==> src/rtl/rst_ctrl_pkg.sv <==
`default_nettype none
// ============================================================================
//  Module      : rst_ctrl_pkg
//  Description : Shared types and constants for the board reset sequencer.
//  Revision    : 1.0 - initial release
// ============================================================================
package rst_ctrl_pkg;

    // Width of the sticky reset-cause record and the position of each cause.
    localparam int c_CAUSE_WIDTH   = 4;
    localparam int c_CAUSE_BIT_POR = 0;
    localparam int c_CAUSE_BIT_BTN = 1;
    localparam int c_CAUSE_BIT_PLL = 2;
    localparam int c_CAUSE_BIT_SW  = 3;

    // Cause value after a power-on/configuration reset.
    localparam logic [c_CAUSE_WIDTH-1:0] c_CAUSE_POR_ONLY = 4'b0001;

    // Width of the hold and debounce counters (parameters go up to 65535).
    localparam int c_CNT_WIDTH = 16;

    // Sequencer states.
    typedef enum logic [1:0] {
        ST_HOLD      = 2'd0,
        ST_WAIT_LOCK = 2'd1,
        ST_RUN       = 2'd2
    } state_e;

endpackage : rst_ctrl_pkg
`default_nettype wire

==> src/rtl/rst_debounce.sv <==
`default_nettype none
// ============================================================================
//  Module      : rst_debounce
//  Description : Synchronises the raw reset button and debounces it; the
//                output level only follows the button after it has been seen
//                stable at the new level for DEBOUNCE_CYCLES samples.
//  Revision    : 1.0 - initial release
// ============================================================================
module rst_debounce
    import rst_ctrl_pkg::*;
#(
    parameter int unsigned DEBOUNCE_CYCLES = 16
) (
    input  logic clk_i,
    input  logic rst_i,
    input  logic btn_rst_ni,
    output logic btn_level_o
);

    localparam logic [c_CNT_WIDTH-1:0] c_DB_LAST = c_CNT_WIDTH'(DEBOUNCE_CYCLES - 1);

    logic                   r_btn_sync1;
    logic                   r_btn_sync2;
    logic                   r_btn_level;
    logic [c_CNT_WIDTH-1:0] r_db_cnt;

    // Two-flop synchroniser; resets to 1 so the button reads as released.
    always_ff @(posedge clk_i or posedge rst_i) begin
        if (rst_i) begin
            r_btn_sync1 <= 1'b1;
            r_btn_sync2 <= 1'b1;
        end else begin
            r_btn_sync1 <= btn_rst_ni;
            r_btn_sync2 <= r_btn_sync1;
        end
    end

    // Count consecutive samples that disagree with the accepted level; flip on the last one.
    always_ff @(posedge clk_i or posedge rst_i) begin
        if (rst_i) begin
            r_btn_level <= 1'b1;
            r_db_cnt    <= '0;
        end else if (r_btn_sync2 != r_btn_level) begin
            if (r_db_cnt == c_DB_LAST) begin
                r_btn_level <= r_btn_sync2;
                r_db_cnt    <= '0;
            end else begin
                r_db_cnt    <= r_db_cnt + 1'b1;
            end
        end else begin
            r_db_cnt <= '0;
        end
    end

    assign btn_level_o = r_btn_level;

endmodule : rst_debounce
`default_nettype wire

==> src/rtl/rst_ctrl.sv <==
`default_nettype none
// ============================================================================
//  Module      : rst_ctrl
//  Description : Board-level reset sequencer. Merges power-on reset, a
//                debounced reset button, PLL lock and software requests into
//                one registered active-low reset with a minimum hold time,
//                and keeps a sticky record of what caused the last reset.
//  Revision    : 1.0 - initial release
// ============================================================================
module rst_ctrl
    import rst_ctrl_pkg::*;
#(
    parameter int unsigned DEBOUNCE_CYCLES = 16,
    parameter int unsigned HOLD_CYCLES     = 64
) (
    input  logic                     clk_i,
    input  logic                     rst_i,
    input  logic                     btn_rst_ni,
    input  logic                     pll_locked_i,
    input  logic                     sw_rst_req_i,
    input  logic                     cause_clr_i,
    output logic                     rst_no,
    output logic [c_CAUSE_WIDTH-1:0] rst_cause_o
);

    localparam logic [c_CNT_WIDTH-1:0] c_HOLD_LAST = c_CNT_WIDTH'(HOLD_CYCLES - 1);

    logic                     r_pll_sync1;
    logic                     r_pll_sync2;
    logic                     w_btn_level;
    logic                     w_btn_pressed;
    state_e                   r_state;
    state_e                   w_state_next;
    logic [c_CNT_WIDTH-1:0]   r_hold_cnt;
    logic [c_CNT_WIDTH-1:0]   w_hold_cnt_next;
    logic                     r_rst_n;
    logic [c_CAUSE_WIDTH-1:0] r_cause;
    logic [c_CAUSE_WIDTH-1:0] w_cause_next;
    logic [c_CAUSE_WIDTH-1:0] w_trig;

    rst_debounce #(
        .DEBOUNCE_CYCLES (DEBOUNCE_CYCLES)
    ) u_debounce (
        .clk_i       (clk_i),
        .rst_i       (rst_i),
        .btn_rst_ni  (btn_rst_ni),
        .btn_level_o (w_btn_level)
    );

    assign w_btn_pressed = ~w_btn_level;

    // Two-flop synchroniser for the asynchronous PLL lock indicator.
    always_ff @(posedge clk_i or posedge rst_i) begin
        if (rst_i) begin
            r_pll_sync1 <= 1'b0;
            r_pll_sync2 <= 1'b0;
        end else begin
            r_pll_sync1 <= pll_locked_i;
            r_pll_sync2 <= r_pll_sync1;
        end
    end

    // Sequencer state, hold counter, cause record and the registered reset output.
    always_ff @(posedge clk_i or posedge rst_i) begin
        if (rst_i) begin
            r_state    <= ST_HOLD;
            r_hold_cnt <= '0;
            r_rst_n    <= 1'b0;
            r_cause    <= c_CAUSE_POR_ONLY;
        end else begin
            r_state    <= w_state_next;
            r_hold_cnt <= w_hold_cnt_next;
            r_rst_n    <= (w_state_next == ST_RUN);
            r_cause    <= w_cause_next;
        end
    end

    // Next-state, hold counting and cause capture; software inputs only matter in Run.
    always_comb begin
        w_state_next    = r_state;
        w_hold_cnt_next = '0;
        w_cause_next    = r_cause;
        w_trig          = '0;
        case (r_state)
            ST_HOLD: begin
                if (w_btn_pressed) begin
                    w_hold_cnt_next = '0;
                end else if (r_hold_cnt == c_HOLD_LAST) begin
                    w_state_next    = ST_WAIT_LOCK;
                end else begin
                    w_hold_cnt_next = r_hold_cnt + 1'b1;
                end
            end
            ST_WAIT_LOCK: begin
                if (w_btn_pressed) begin
                    w_state_next = ST_HOLD;
                end else if (r_pll_sync2) begin
                    w_state_next = ST_RUN;
                end
            end
            ST_RUN: begin
                w_trig[c_CAUSE_BIT_BTN] = w_btn_pressed;
                w_trig[c_CAUSE_BIT_PLL] = ~r_pll_sync2;
                w_trig[c_CAUSE_BIT_SW]  = sw_rst_req_i;
                if (|w_trig) begin
                    w_state_next = ST_HOLD;
                end
                // A clear in the same cycle as a new cause keeps only the new bits.
                w_cause_next = (cause_clr_i ? '0 : r_cause) | w_trig;
            end
            default: begin
                w_state_next = ST_HOLD;
            end
        endcase
    end

    assign rst_no      = r_rst_n;
    assign rst_cause_o = r_cause;

endmodule : rst_ctrl
`default_nettype wire

==> config.mk <==
export PLATFORM = sky130hd
export DESIGN_NAME = rst_ctrl
export DESIGN_NICKNAME = d
export VERILOG_FILES = /design/src/rtl/rst_ctrl_pkg.sv /design/src/rtl/rst_debounce.sv /design/src/rtl/rst_ctrl.sv
export SDC_FILE = /design/constraint.sdc
export NUM_CORES = 1
export LEC_CHECK = 0
export ABC_AREA = 1
export CAP_MARGIN = 20
export CELL_PAD_IN_SITES_DETAIL_PLACEMENT = 1
export CELL_PAD_IN_SITES_GLOBAL_PLACEMENT = 1
export CORE_UTILIZATION = 40
export CTS_CLUSTER_DIAMETER = 120
export DETAILED_ROUTE_END_ITERATION = 8
export HOLD_SLACK_MARGIN = 0.08
export MAX_ROUTING_LAYER = met4
export PLACE_DENSITY_LB_ADDON = 0.1
export SLEW_MARGIN = 10
export SYNTH_ARGS = -nofsm -noshare
export SYNTH_HDL_FRONTEND = slang
export SYNTH_HIERARCHICAL = 1
export SYNTH_SLANG_ARGS = --single-unit
==> constraint.sdc <==
create_clock -name clk_i -period 1.62 [get_ports clk_i]
set_input_delay 0.324 -clock clk_i [delete_from_list [all_inputs] [get_ports clk_i]]
set_output_delay 0.324 -clock clk_i [all_outputs]
set_load 0.02 [all_outputs]
---- Word-level counts from Yosys, hierarchy flattened ----
Index checks and enable logic that the tools add are counted.
W data, S select, Z words.
word-level totals
  register bits ........................... 44
  output and inout port bits .............. 5
operators by class
  add/subtract/negate cells ............... 2
  reduce and logical (&&, ||, !) cells .... 3
  bitwise gates (word level) .............. 3
  mux-type cells .......................... 12
  equality and inequality tests ........... 6
operators with widths
  kind                     number
  $mux W16                 5
  $add A16 B1 Y16 const B  2
  $eq A16 B4 Y1 const B    1
  $eq A16 B6 Y1 const B    1
  $mux W2                  5
  $pmux W2 S3              1
  $eq A2 B2 Y1 const B     2
  $mux W4                  1
  $or A4 B4 Y4             1
  $reduce_or A3 Y1         1
  $eq A2 B1 Y1 const B     1
  $logic_not A2 Y1         1
  $not A1 Y1               2
  $reduce_and A2 Y1        1
  $ne A1 B1 Y1             1

---- Longest topological paths before layout ----
Gate-level depths: netlist (run 1).
  word-level depth ........................ 5
  gate-level depth with buffers ........... 8
  gate-level depth less buffers ........... 8

---- Modules after synthesis ----
Netlist (run 1), hierarchy kept.
by module, submodules not included
  module        instances  area an instance (µm²)  sequential area each (µm²)  cells an instance
  rst_ctrl      1          1287.5                  626.9                       170
  rst_debounce  1          1011.0                  479.2                       127

---- Least setup slack after synthesis (run 1) ----
Ideal clock, no wire load.
  kind .................................... register -> register
  from .................................... register r_hold_cnt[0]
  to ...................................... register r_hold_cnt[10]
  library setup time ...................... 0.071 ns
  stages on the path, launching flop included .. 7
  data arrival time ....................... 1.200 ns
  slack ................................... 0.349 ns
  buffers on the path ..................... 0
  path through ............................ dfrtp_1 ha_1 nand3_1 nor2_2 a21oi_4 nand2_1 nor2_1
between the ends
  longest elaborated chain between the ends .. 4
  elaborated cells on any way between the ends .. 5
  those cells by class .................... add/sub: 1; eq/ne: 1; mux: 3
ends and longest elaborated chain
  what                                                     line                            source
  from (decl)                                              rst_ctrl.sv:34                  logic [c_CNT_WIDTH-1:0] r_hold_cnt;
  from (signal assigned)                                   rst_ctrl.sv:72                  r_hold_cnt <= w_hold_cnt_next;
  $add A16 B1 Y16 / $eq A16 B6 Y1 (equally long branches)  rst_ctrl.sv:91, rst_ctrl.sv:88
  $mux W16 (*)                                             rst_ctrl.sv:88                  end else if (r_hold_cnt == c_HOLD_LAST) begin
  $mux W16 (*)                                             rst_ctrl.sv:86                  if (w_btn_pressed) begin
  $mux W16 (*)                                             rst_ctrl.sv:84                  case (r_state)
  via w_hold_cnt_next[10]                                  rst_ctrl.sv:35                  logic [c_CNT_WIDTH-1:0] w_hold_cnt_next;
Mark *: on every way through the listed nets, which the timed path passes. The rest lies on a longest branch.
A chain may end at the register's enable or synchronous reset.

---- Worst setup path in the final report (run 1) ----
  from .................................... register r_cause[3], in the netlist rst_cause_o[3]
  to ...................................... output rst_cause_o[3]
RTL lines
  what                    line            source
  from (decl)             rst_ctrl.sv:37  logic [c_CAUSE_WIDTH-1:0] r_cause;
  from (signal assigned)  rst_ctrl.sv:69  r_cause <= c_CAUSE_POR_ONLY;
  from (signal assigned)  rst_ctrl.sv:74  r_cause <= w_cause_next;
  to (decl)               rst_ctrl.sv:23  output logic [c_CAUSE_WIDTH-1:0] rst_cause_o
No word-level cell between the ends.

==> key figures, run 1 <==
Placement
  – Setup WS pre-CTS: 0.122 ns
  – Port bufs: 10
  – Routability cong.: approximately 0.79
  – Detail Placement HPWL: 3980 µm

Clock network
  – CTS Hold Bufs: 0
  – CTS Buf Count: 5
  – Root Driver: clkbuf_8
  – TritonCTS clock tree: done
  – Worst-case clock buffer depth: 2
  – CTS clk-pin slew, worst paths: 0.08 ns
  – Clock latency on the worst-skew pair: 0.30 ns
  – CTS sink count: 44
  – H-tree depth: 2

Yosys
  – Synth top area share: 0.435
  – Main combinational cell family by area after synthesis: simple AND/OR/NAND/NOR gates
  – Sequential area share after synthesis: 0.481
  – Mapped cell area: ~2300 µm²
  – Ys Warns: 6
  – Post-Synth Adder-Cell Area: 0.0109
  – Ranking of synthesized cells by area: dfrtp_1 44%, nand2_1 12%, nor2_1 10%
  – Synth Area in Compound Gates: 0.0484
  – Syn Area/Cell: around 7.7 µm²
  – Post-Synthesis Cells: 297
  – Synth Area in XOR/XNOR: 0.0305
  – Yosys cell types: 26
  – Post-Syn Nets: 305
  – Synth area leader: dfrtp_1
  – Yosys reg bits: 44
  – Simple-gate share of the synthesized area: 0.365
  – Post-synthesis mux area share: 0

Layout
  – Layout cells sized above 1: 0.114
  – NumNets Final: 323
  – Sequential Area: 1110 µm²
  – Inserted Diodes: 0
  – Area Growth Syn to Fin: 12.4%
  – Footprint of the multi-input gates: between 1000 and 1500 µm²
  – # fillers: 690

STA
  – Fmax: 639 MHz
  – Final Hold Fails: 0
  – Setup TNS: 0 ns
  – Final Max Tran Viols: 0
  – Final worst setup slack: between 0.05 and 0.06 ns
  – Slew @ Worst Pin: 0.442 ns
  – Setup-failing EPs final: 0
  – Final worst path period need: 1.57 ns
  – Final worst path period share: 0.967
  – RSZ-0062 raised after global routing: false
  – Layout Skew: 0.0132 ns
  – Slew Limit Headroom: 0.705

Global routing
  – Largest net degree at the start of global routing: 26
  – Grt ovf: 0
  – Vias in the first global route: 2000
  – Initial antenna violation count: 0
  – GRT Util Overall: 0.201
  – First-pass GRT wire length: 9140 µm

Setup path
  – Worst r2r src: r_hold_cnt[0]
  – Reg2Reg Depth: 6
  – Critical-path cell list: clkdlybuf4s50_1
  – Type of the worst setup path: flop to output port
  – Buf+Inv Stages, Crit Path: 1
  – CP max stage cell: clkdlybuf4s50_1
  – CP startpoint kind: flop
  – Setup crit end kind: output port
  – Arrival time worst endpoint: approximately 1.2 ns
  – Critical path peak fanout: 2
  – Flop-to-flop setup slack: about 0.15 ns
  – Delay-heaviest family, CP: buffers and inverters
  – Crit Reg-Reg Endpoint: r_hold_cnt[4]
  – Req. time, crit path: 1.30 ns
  – Max stage delay on crit path: 0.60 ns

Pwr
  – VDD IR max: 0.368 mV
  – Pwr Density: approximately 720 nW/µm²
  – Leakage power: 1.15 nW

Drt
  – Final Routed Wirelength: 5250 µm
  – Pre-antenna DRT Iters: 4
  – Initial DRC Count: 49
  – DRC Markers: 0
  – Via Count: 1890
  – DR WL/cell: about 14 µm
  – Vias/cell: 4.87
  – ANT nets after route: 0

Floorplan
  – Die Y: 77.8 µm
  – Die area: 6050 µm²
  – Die X: 77.8 µm
  – Core Rows: 27
  – Starting Density: 0.417
  – I/O pin count: 11
  – Core region area: ~5500 µm²

Flow run
  – Max-capacitance violation count: 0

Run status
  – Run status: finished, final reports clean

Hold path
  – Hold Path Class: flop to flop
  – Hold Path Depth: 0
  – Min-Delay Endpoint: u_debounce/r_btn_sync2
  – Hold Crit Start: u_debounce/r_btn_sync1
[power breakdown]
part	switching, mW	internal (mW)	total, mW
sequential	0.0116	1.11	1.12
combinational	0.0417	0.0239	0.0656
clock	0.372	0.303	0.675
[cells in the final DEF, fill, tap and decap left out, types with 2 or more instances in the layout]
cell and count:
nand2_1 71, clkbuf_8 5, ha_1 2, dlymetal6s2s_1 2
dfstp_2 4, o21ai_0 4, dfrtp_1 40, xor2_1 7
o21bai_1 4, nand2_2 6, nor3_1 2, a21boi_0 2
buf_4 2, nand3_1 20, nor2_1 64, inv_2 2
o21ai_1 2, nor2_4 3, nand3_2 3, nand4_1 10
clkbuf_1 2, nor2_2 8, inv_1 36, clkdlybuf4s50_1 7
[synthesized netlist by cell type (all sizes together)]
library cell  count
dfrtp            40
xor2              7
xnor2             1
ha                2
dfstp             4
nor3              2
o22ai             1
nand2            77
nor2             75
buf               1
o21ai             7
o21bai            4
a21oi             2
nand3            23
nand4            10
inv              38
a21boi            2
nor3b             1
[cells by family (layout without fill, tap and decap cells)]
logic type                 Yosys count  in the layout
AOI/OAI and AO/OA                   16             16
xor gates and xnor gates             8              8
adders and majority gates            2              2
buffers and inverters               39             58
DFF                                 44             44
and+or+nand+nor                    188            188
[state kept, by name, indices dropped and copies added, names as in the netlist]
register and cells:
r_hold_cnt 16, rst_cause_o 4, r_pll_sync1 1, u_debounce/btn_level_o 1, r_pll_sync2 1, rst_no 1, r_state 2, u_debounce/r_db_cnt 16
u_debounce/r_btn_sync1 1, u_debounce/r_btn_sync2 1
[through the flow]
step	utilization	cell area [µm²]	std cells	total power, mW	hold slack (ns)
6_report	0.469	2580	388	1.86	0.362
5_1_grt	0.469	2580	388	1.95	0.365
4_1_cts	0.468	2580	388	1.90	0.363
3_5_place_dp	0.454	2500	380	1.21	0.352
3_3_place_gp	0.454	2500	380	1.21	0.336
2_1_floorplan	-	2300	297	1.18	0.273
[routing by layer]
metal  GRT usage  up-vias  part of all wire
met2       0.350       16              0.50
li1            -      959                 -
met1       0.227      906              0.46
met4      0.0736        0             0.021
met3      0.0400        9             0.019
met5           -        -                 0
[how the worst max path moves through the flow]
| stage | startpoint | end | slack [ns] | cells after the start |
|---|---|---|---|---|
| 4_1_cts | rst_cause_o[1] | rst_cause_o[1] | 0.01 | 1 |
| 3_5_place_dp | r_hold_cnt[0] | r_hold_cnt[4] | 0.12 | 6 |
| 2_1_floorplan | r_hold_cnt[0] | r_hold_cnt[10] | 0.35 | 6 |
| 6_report | rst_cause_o[3] | rst_cause_o[3] | 0.05 | 1 |
| 3_3_place_gp | r_hold_cnt[0] | r_hold_cnt[0] | 0.20 | 6 |
| 5_1_grt | rst_cause_o[3] | rst_cause_o[3] | 0.01 | 1 |
[timing repair]
action / in CTS / in global routing
pin swaps: 0 / 1
resized for setup: 1 / 2
buffers inserted: 0 / 0
setup endpoints to repair: 1 / 4
[final cells by class]
| cell class | count | area share |
|---|---|---|
| Multi-Input combinational cell | 214 | 0.404 |
| Clock buffer | 7 | 0.0295 |
| Timing Repair Buffer | 12 | 0.0460 |
| Sequential cell | 44 | 0.428 |
| Tap cell | 72 | 0.0349 |
| Inverter | 38 | 0.0552 |
| Clock inverter | 1 | 0.00194 |
No activity file was read; power rests on OpenSTA's default activity.
==> inputs of run 2 (changes only) <==
--- a/config.mk
+++ b/config.mk
@@ -9,12 +9,12 @@
 export CAP_MARGIN = 20
 export CELL_PAD_IN_SITES_DETAIL_PLACEMENT = 1
 export CELL_PAD_IN_SITES_GLOBAL_PLACEMENT = 1
-export CORE_UTILIZATION = 40
+export CORE_UTILIZATION = 44
 export CTS_CLUSTER_DIAMETER = 120
 export DETAILED_ROUTE_END_ITERATION = 8
 export HOLD_SLACK_MARGIN = 0.08
 export MAX_ROUTING_LAYER = met4
-export PLACE_DENSITY_LB_ADDON = 0.1
+export PLACE_DENSITY = 0.85
 export SLEW_MARGIN = 10
 export SYNTH_ARGS = -nofsm -noshare
 export SYNTH_HDL_FRONTEND = slang
==> run 2 against run 1 <==
- die area is 8.9% lower
- worst setup slack better by 0.0021 ns
- first-iteration DRC count is 150% higher
- sequential power hardly changed
- sequential share of layout area is 0.69 points lower
- total power is 11% higher
- global-route usage is 3.8 points higher
- utilization is 6.9 points higher
- register-to-register slack hardly changed
- wire length is 8.2% higher
- worst hold slack better by 0.00056 ns
- combinational power is 0.8% higher
==> key figures, run 2 (same netlist as run 1, synthesis figures left out) <==
Run status
  – Run status: finished, final reports clean

Setup path
  – CP startpoint kind: flop
  – CP max stage cell: clkdlybuf4s50_1
  – Flop-to-flop setup slack: 0.15 ns
  – Buf+Inv Stages, Crit Path: 1
  – Type of the worst setup path: flop to output port
  – Delay-heaviest family, CP: buffers and inverters
  – Arrival time worst endpoint: 1.24 ns
  – Setup crit end kind: output port
  – Critical-path cell list: clkdlybuf4s50_1
  – Critical path peak fanout: 1
  – Req. time, crit path: about 1.3 ns
  – Max stage delay on crit path: 0.60 ns

STA
  – Setup-failing EPs final: 0
  – Final worst path period need: approximately 1.6 ns
  – Final Max Tran Viols: 0
  – Slew Limit Headroom: 0.720
  – Slew @ Worst Pin: about 0.42 ns
  – Fmax: roughly 640 MHz
  – Final Hold Fails: 0
  – RSZ-0062 raised after global routing: false
  – Layout Skew: 0.00489 ns
  – Final worst setup slack: ~0.056 ns
  – Final worst path period share: 0.965
  – Setup TNS: 0 ns

Global routing
  – Global route hottest layer: met2
  – Met3 Use GR: 0.0474
  – First-pass GRT wire length: 9440 µm
  – M2 GR Usage: 0.390
  – GRT Util Overall: 0.239
  – GR Util met1: 0.300
  – Initial antenna violation count: 0
  – Grt ovf: 0
  – Vias in the first global route: 2011
  – Largest net degree at the start of global routing: 26

Drt
  – DRC Markers: 0
  – Final Routed Wirelength: 5680 µm
  – ANT nets after route: 0
  – Pre-antenna DRT Iters: 4
  – Via Count: 1969
  – Vias/cell: 5.13
  – Initial DRC Count: 122
  – DR WL/cell: 14.8 µm

Clock network
  – CTS Buf Count: 5
  – CTS Hold Bufs: 0
  – CTS sink count: 44
  – H-tree depth: 2
  – CTS clk-pin slew, worst paths: 0.09 ns
  – Root Driver: clkbuf_8
  – Worst-case clock buffer depth: 2
  – Clock latency on the worst-skew pair: 0.30 ns
  – TritonCTS clock tree: done

Pwr
  – Power, Total: approximately 2.1 mW
  – Clk network pwr share: 0.427
  – Leakage power: 1.17 nW
  – Logic pwr share: 0.032
  – Pwr Density: 791 nW/µm²
  – VDD IR max: 0.514 mV
  – Internal: between 1.5 and 2 mW
  – NetSw: roughly 480 µW
  – Sw frac: 0.229
  – Seq pwr share: 0.541

Floorplan
  – Core region area: 4880 µm²
  – Die area: 5520 µm²
  – Core Rows: 25
  – Die Y: 74.3 µm
  – Die X: 74.3 µm
  – Starting Density: 0.471
  – I/O pin count: 11

Flow run
  – Max-capacitance violation count: 0

Layout
  – Final non-filler cell total: 384
  – Final core occ: 0.538
  – Area Growth Syn to Fin: 14.3%
  – Most frequent cells in the layout: 71 x nand2_1, 64 x nor2_1, 40 x dfrtp_1
  – NumNets Final: between 300 and 400
  – Layout cells sized above 1: 0.123
  – Commonest non-fill, non-tap cell in the layout: nand2_1
  – Inserted Diodes: 0

Placement
  – Post-Place Cells: 375
  – Port bufs: 10
  – Detail Placement HPWL: 4310 µm
  – Setup WS pre-CTS: 0.102 ns
  – Routability cong.: about 0.84

Hold path
  – Hold Path Class: flop to flop
-- run 2: routing by layer --
metal	up-vias	part of all wire
li1	965	-
met1	982	0.47
met2	14	0.50
met3	8	0.020
met4	0	0.014
met5	-	0
-- run 2: power groups by stage --
stage | sequential [mW] | clock, mW | combinational (mW)
2_1_floorplan | 1.14 | 0 | 0.0353
5_1_grt | 1.13 | 0.939 | 0.0765
4_1_cts | 1.12 | 0.900 | 0.0696
6_report | 1.12 | 0.887 | 0.0661
3_5_place_dp | 1.15 | 0 | 0.0694
3_3_place_gp | 1.14 | 0 | 0.0657
-- run 2: metrics by stage --
step,cell area (µm²),hold slack [ns]
6_report,2630,0.363
5_1_grt,2630,0.367
4_1_cts,2600,0.365
3_5_place_dp,2490,0.346
3_3_place_gp,2490,0.342
2_1_floorplan,2300,0.273
-- run 2: worst paths after layout --
path / start / end / cells after the start
max: rst_no / rst_no / 1
min: r_pll_sync1 / r_pll_sync2 / 0
max reg2reg: r_hold_cnt[0] / r_hold_cnt[4] / 7
min reg2reg: r_pll_sync1 / r_pll_sync2 / 0
max in group asynchronous: rst_i / rst_cause_o[0] / 3
min in group asynchronous: rst_i / u_debounce/r_db_cnt[12] / 3
-- run 2: final cells by class --
class                   count  area [µm²]
fillers                   640        2250
multi-input cells         214        1040
well taps                  67        83.8
clock inverters             3        46.3
repair buffers             13         134
clock buffers               5        68.8
inverters                  38         143
flip-flops and latches     44        1110
-- run 2: repair_timing --
| item | 4_1_cts | 5_1_grt |
|---|---|---|
| setup endpoints to repair | 3 | 8 |
| setup buffers | 0 | 1 |
| resized for setup | 3 | 1 |
| pin swaps | 0 | 1 |
==> inputs of run 3 (changes only) <==
--- a/config.mk
+++ b/config.mk
@@ -7,14 +7,13 @@
 export LEC_CHECK = 0
 export ABC_AREA = 1
 export CAP_MARGIN = 20
-export CELL_PAD_IN_SITES_DETAIL_PLACEMENT = 1
-export CELL_PAD_IN_SITES_GLOBAL_PLACEMENT = 1
-export CORE_UTILIZATION = 44
+export CORE_UTILIZATION = 50
 export CTS_CLUSTER_DIAMETER = 120
 export DETAILED_ROUTE_END_ITERATION = 8
 export HOLD_SLACK_MARGIN = 0.08
 export MAX_ROUTING_LAYER = met4
-export PLACE_DENSITY = 0.85
+export PLACE_DENSITY = 0.75
+export SKIP_LAST_GASP = 1
 export SLEW_MARGIN = 10
 export SYNTH_ARGS = -nofsm -noshare
 export SYNTH_HDL_FRONTEND = slang
==> run 3 against run 2 <==
- first-iteration DRC count fell by 2.5%
- cell count is 4.2% lower
- sequential power about the same
- flip-flop and latch count is the same
- clock power down 2.5%
- sequential share of layout area rose by 0.55 points
- utilization rose by 5.3 points
- register-to-register slack improved by 0.03 ns
- worst hold slack got worse by 0.0077 ns
- count of clock-buffer cells in the layout stayed put
- fmax decreased by 0.48%
- via count is 6.4% lower
==> key figures, run 3 (same netlist as run 1, synthesis figures left out) <==
Run status
  – Run status: finished, final reports clean

Pwr
  – Seq pwr share: 0.548
  – NetSw: 450 µW
  – Logic pwr share: 0.030
  – Sw frac: 0.219
  – Leakage power: roughly 1.2 nW
  – Pwr Density: just under 800 nW/µm²
  – Power, Total: just over 2 mW
  – Internal: 1.60 mW
  – Clk network pwr share: 0.422
  – VDD IR max: 0.485 mV

STA
  – Slew Limit Headroom: 0.742
  – Fmax: 636 MHz
  – Setup-failing EPs final: 0
  – Final worst path period share: 0.970
  – Slew @ Worst Pin: approximately 0.39 ns
  – Final Hold Fails: 0
  – Final Max Tran Viols: 0
  – RSZ-0062 raised after global routing: false
  – Layout Skew: approximately 0.0089 ns
  – Final worst path period need: 1.57 ns
  – Setup TNS: 0 ns

Clock network
  – CTS Hold Bufs: 0
  – Root Driver: clkbuf_8
  – CTS sink count: 44
  – TritonCTS clock tree: done
  – H-tree depth: 2
  – CTS Buf Count: 5
  – CTS clk-pin slew, worst paths: ~0.09 ns
  – Clock latency on the worst-skew pair: 0.30 ns
  – Setup bufs post-CTS: 0
  – Worst-case clock buffer depth: 2

Global routing
  – Initial antenna violation count: 0
  – Grt ovf: 0
  – First-pass GRT wire length: 7640 µm
  – Vias in the first global route: between 1500 and 2000
  – GRT Util Overall: 0.202
  – Largest net degree at the start of global routing: 26

Layout
  – Inserted Diodes: 0
  – Footprint of the multi-input gates: between 1000 and 1500 µm²
  – Commonest non-fill, non-tap cell in the layout: nand2_1
  – Area Growth Syn to Fin: 12.8%
  – Layout cells sized above 1: 0.120
  – Most frequent cells in the layout: 71 x nand2_1, 64 x nor2_1, 40 x dfrtp_1
  – # fillers: 395
  – NumNets Final: between 300 and 400
  – Sequential Area: 1110 µm²
  – Final core occ: 0.591

Floorplan
  – I/O pin count: 11
  – Core Rows: 24
  – Die X: about 70 µm
  – Die Y: 69.8 µm
  – Core region area: roughly 4400 µm²
  – Die area: between 4000 and 5000 µm²
  – Starting Density: 0.524

Drt
  – DR WL/cell: 11.5 µm
  – WL met2: 1860 µm
  – DRC Markers: 0
  – WL met3: about 180 µm
  – Pre-antenna DRT Iters: 4
  – ANT nets after route: 0
  – Vias/cell: 5.01
  – Final Routed Wirelength: 4230 µm
  – Initial DRC Count: 119
  – Max Used Layer: met4
  – Via Count: 1843
  – WL met1: roughly 2200 µm

Hold path
  – Hold Path Class: flop to flop

Setup path
  – Critical-path cell list: clkdlybuf4s50_1
  – CP startpoint kind: flop
  – Max stage delay on crit path: 0.60 ns
  – Req. time, crit path: 1.30 ns
  – Buf+Inv Stages, Crit Path: 1
  – Arrival time worst endpoint: 1.25 ns
  – Delay-heaviest family, CP: buffers and inverters
  – Critical path peak fanout: 2
  – Setup crit end kind: output port
  – Type of the worst setup path: flop to output port
  – CP max stage cell: clkdlybuf4s50_1

Placement
  – Routability cong.: 0.933
  – Detail Placement HPWL: 3140 µm
  – Port bufs: 10

Flow run
  – Max-capacitance violation count: 0
run 3: changes by cell type in the layout (fill, tap and decap cells not counted), sizes merged:
cell / previous run / this run
dlygate4sd2: 3 / 1
buf: 3 / 2
clkdlybuf4s50: 6 / 7
dlymetal6s2s: 1 / 2
run 3: metrics by stage:
step                      hold slack (ns)  instances  setup WS [ns]  instance area [µm²]
after detailed placement            0.337        360          0.168                 2470
after floorplan                     0.273        297          0.349                 2300
final                               0.355        368         0.0484                 2590
after CTS                           0.358        368         0.0178                 2590
after global placement              0.333        360          0.206                 2470
after global routing                0.361        368        0.00648                 2590
run 3: layout make-up:
cell class,count,area share
multi-input combinational,214,0.403
sequential,44,0.427
inverter,38,0.0550
clock inverter,3,0.0179
clock buffer,5,0.0265
tap,52,0.0251
timing repair buffer,12,0.0458
run 3: timing repair:
item,in CTS,in global routing
setup endpoints to repair,1,3
pin swaps,0,1
gates resized for setup,1,2
run 3: power groups by stage:
stage | registers, mW | logic [mW] | clock network, mW
2_1_floorplan | 1.14 | 0.0353 | 0
3_3_place_gp | 1.14 | 0.0640 | 0
3_5_place_dp | 1.14 | 0.0649 | 0
4_1_cts | 1.12 | 0.0652 | 0.888
5_1_grt | 1.12 | 0.0744 | 0.931
6_report | 1.12 | 0.0624 | 0.865
run 3: worst paths after layout:
check	cells past startpoint	slack [ns]	startpoint	to
min	0	0.35	r_pll_sync1	r_pll_sync2
max reg2reg	6	0.18	r_hold_cnt[0]	r_hold_cnt[6]
min in group asynchronous	3	0.36	rst_i	u_debounce/r_db_cnt[1]
max in group asynchronous	3	0.94	rst_i	rst_cause_o[0]
max	1	0.05	rst_cause_o[3]	rst_cause_o[3]
min reg2reg	0	0.35	r_pll_sync1	r_pll_sync2
run 3: metal layers:
metal / vias up / global-route usage
li1: 967 / -
met1: 845 / 0.275
met5: - / -
met2: 29 / 0.299
met4: 0 / 0.0578
met3: 2 / 0.0509
==> RTL change, RTL diff (settings of run 3) <==
Encoding of `state_e`: now one-hot (3 bits for 3 states).
--- a/src/rtl/rst_ctrl_pkg.sv
+++ b/src/rtl/rst_ctrl_pkg.sv
@@ -20,10 +20,10 @@
     localparam int c_CNT_WIDTH = 16;
 
     // Sequencer states.
-    typedef enum logic [1:0] {
-        ST_HOLD      = 2'd0,
-        ST_WAIT_LOCK = 2'd1,
-        ST_RUN       = 2'd2
+    typedef enum logic [2:0] {
+        ST_HOLD      = 3'b001,
+        ST_WAIT_LOCK = 3'b010,
+        ST_RUN       = 3'b100
     } state_e;
 
 endpackage : rst_ctrl_pkg
Check against the original RTL: same outputs for any inputs over 10 cycles, from zero or initial values and one cycle with rst_i high; not proved beyond that.
==> RTL change against run 3 <==
Non-clock buffer count increased by 2. Critical path depth stayed put. Worst setup slack gained 0.012 ns. Cell count grew 1.1%. Maximum frequency is 0.74% higher. Total power increased by 0.38%. Synthesized area is 1.6% higher. Routed wire length down 0.76%. Design area rose by 2.0%. Sequential cell count rose by 1. Worst hold slack lost 0.0017 ns. Clock power fell by 2%.
==> RTL change: results (changes against run 3) <==
| Metric | Value |
|---|---|
| Status | finished, final reports clean |
| Multi-input logic area | 1050 sq um (+0.72%) |
| Final WL | 4.19 mm (-0.76%) |
| Filler cells | 391 (-1.0%) |
| Total GRT Usage | 20.9% (+0.78 points) |
| Met3 usage | 4.76% (-0.33 points) |
| Clock-cell share of area | 4.26% (-0.18 points) |
| Hold Slack | 0.353 ns (-0.00172 ns) |
| Peak supply drop | 0.000685 V (+41%) |
| Vias in the first global route | 1802 (+2.0%) |
| Placed cell count | 364 (+1.1%) |
| Layout Cells excl Fill | 372 (+1.1%) |
| Share of cells above drive strength 1 | 11.3% (-0.78 points) |
| Sequential cell area | 1130 sq um (+2.4%) |
| GR Util met2 | 31.4% (+1.5 points) |
| Grt met1 use | 27.6% (+0.17 points) |
| Clk. pwr | 0.848 mW (-2%) |
| Seq/Total Area, Yosys | 48.5% (+0.35 points) |
| Nonclk buf count | 14 (+2) |
| Clk_skew | 0.0103 ns (+0.00138 ns) |
| Leading post-synthesis cells by cell area | dfrtp_1 43%, nand2_1 11%, nor2_1 11% |
| Pre-CTS WS | 0.0993 ns (-0.0685 ns) |
| # nets final | 327 (+1.2%) |
| Crit path to | rst_no |
| Logic inverters | 39 (+2.6%) |
| Global-route wire length before repair | 7.96 mm (+4.2%) |
| Final GP Congestion | 0.859 (-8.0%) |
| Leak Pwr | 1.16 nW (-0.18%) |
| DR WL met3 | 144 microns (-21%) |
-- RTL change: changes by cell type in the layout (fill, tap and decap cells not counted), moves of 2 or more --
cell / run 3 / this run
nand2_1: 71 / 67
nand3_1: 20 / 16
nor2_2: 8 / 4
o21ai_0: 4 / 8
a21oi_1: 1 / 4
xnor2_1: 1 / 4
a21boi_0: 2 / 0
buf_4: 2 / 4
nor2_1: 64 / 66
-- RTL change: logic make-up (layout without fill, tap and decap cells) --
group                    Yosys count  count (layout)  share of synthesized area, %
AO/OA/AOI/OAI                     22              22                          5.68
flip-flops                        45              45                          48.5
adder cells (fa/ha/maj)            2               2                          1.07
XOR/XNOR                          11              11                          4.12
AND/OR/NAND/NOR                  179             179                          33.9
buffers and inverters             41              61                          6.80
-- RTL change: what timing repair did --
item	CTS	global route
endpoints found under the setup margin	1	11
gates cloned	0	0
endpoints found under the hold margin	0	0
buffers inserted	0	0
gates resized for setup	1	4
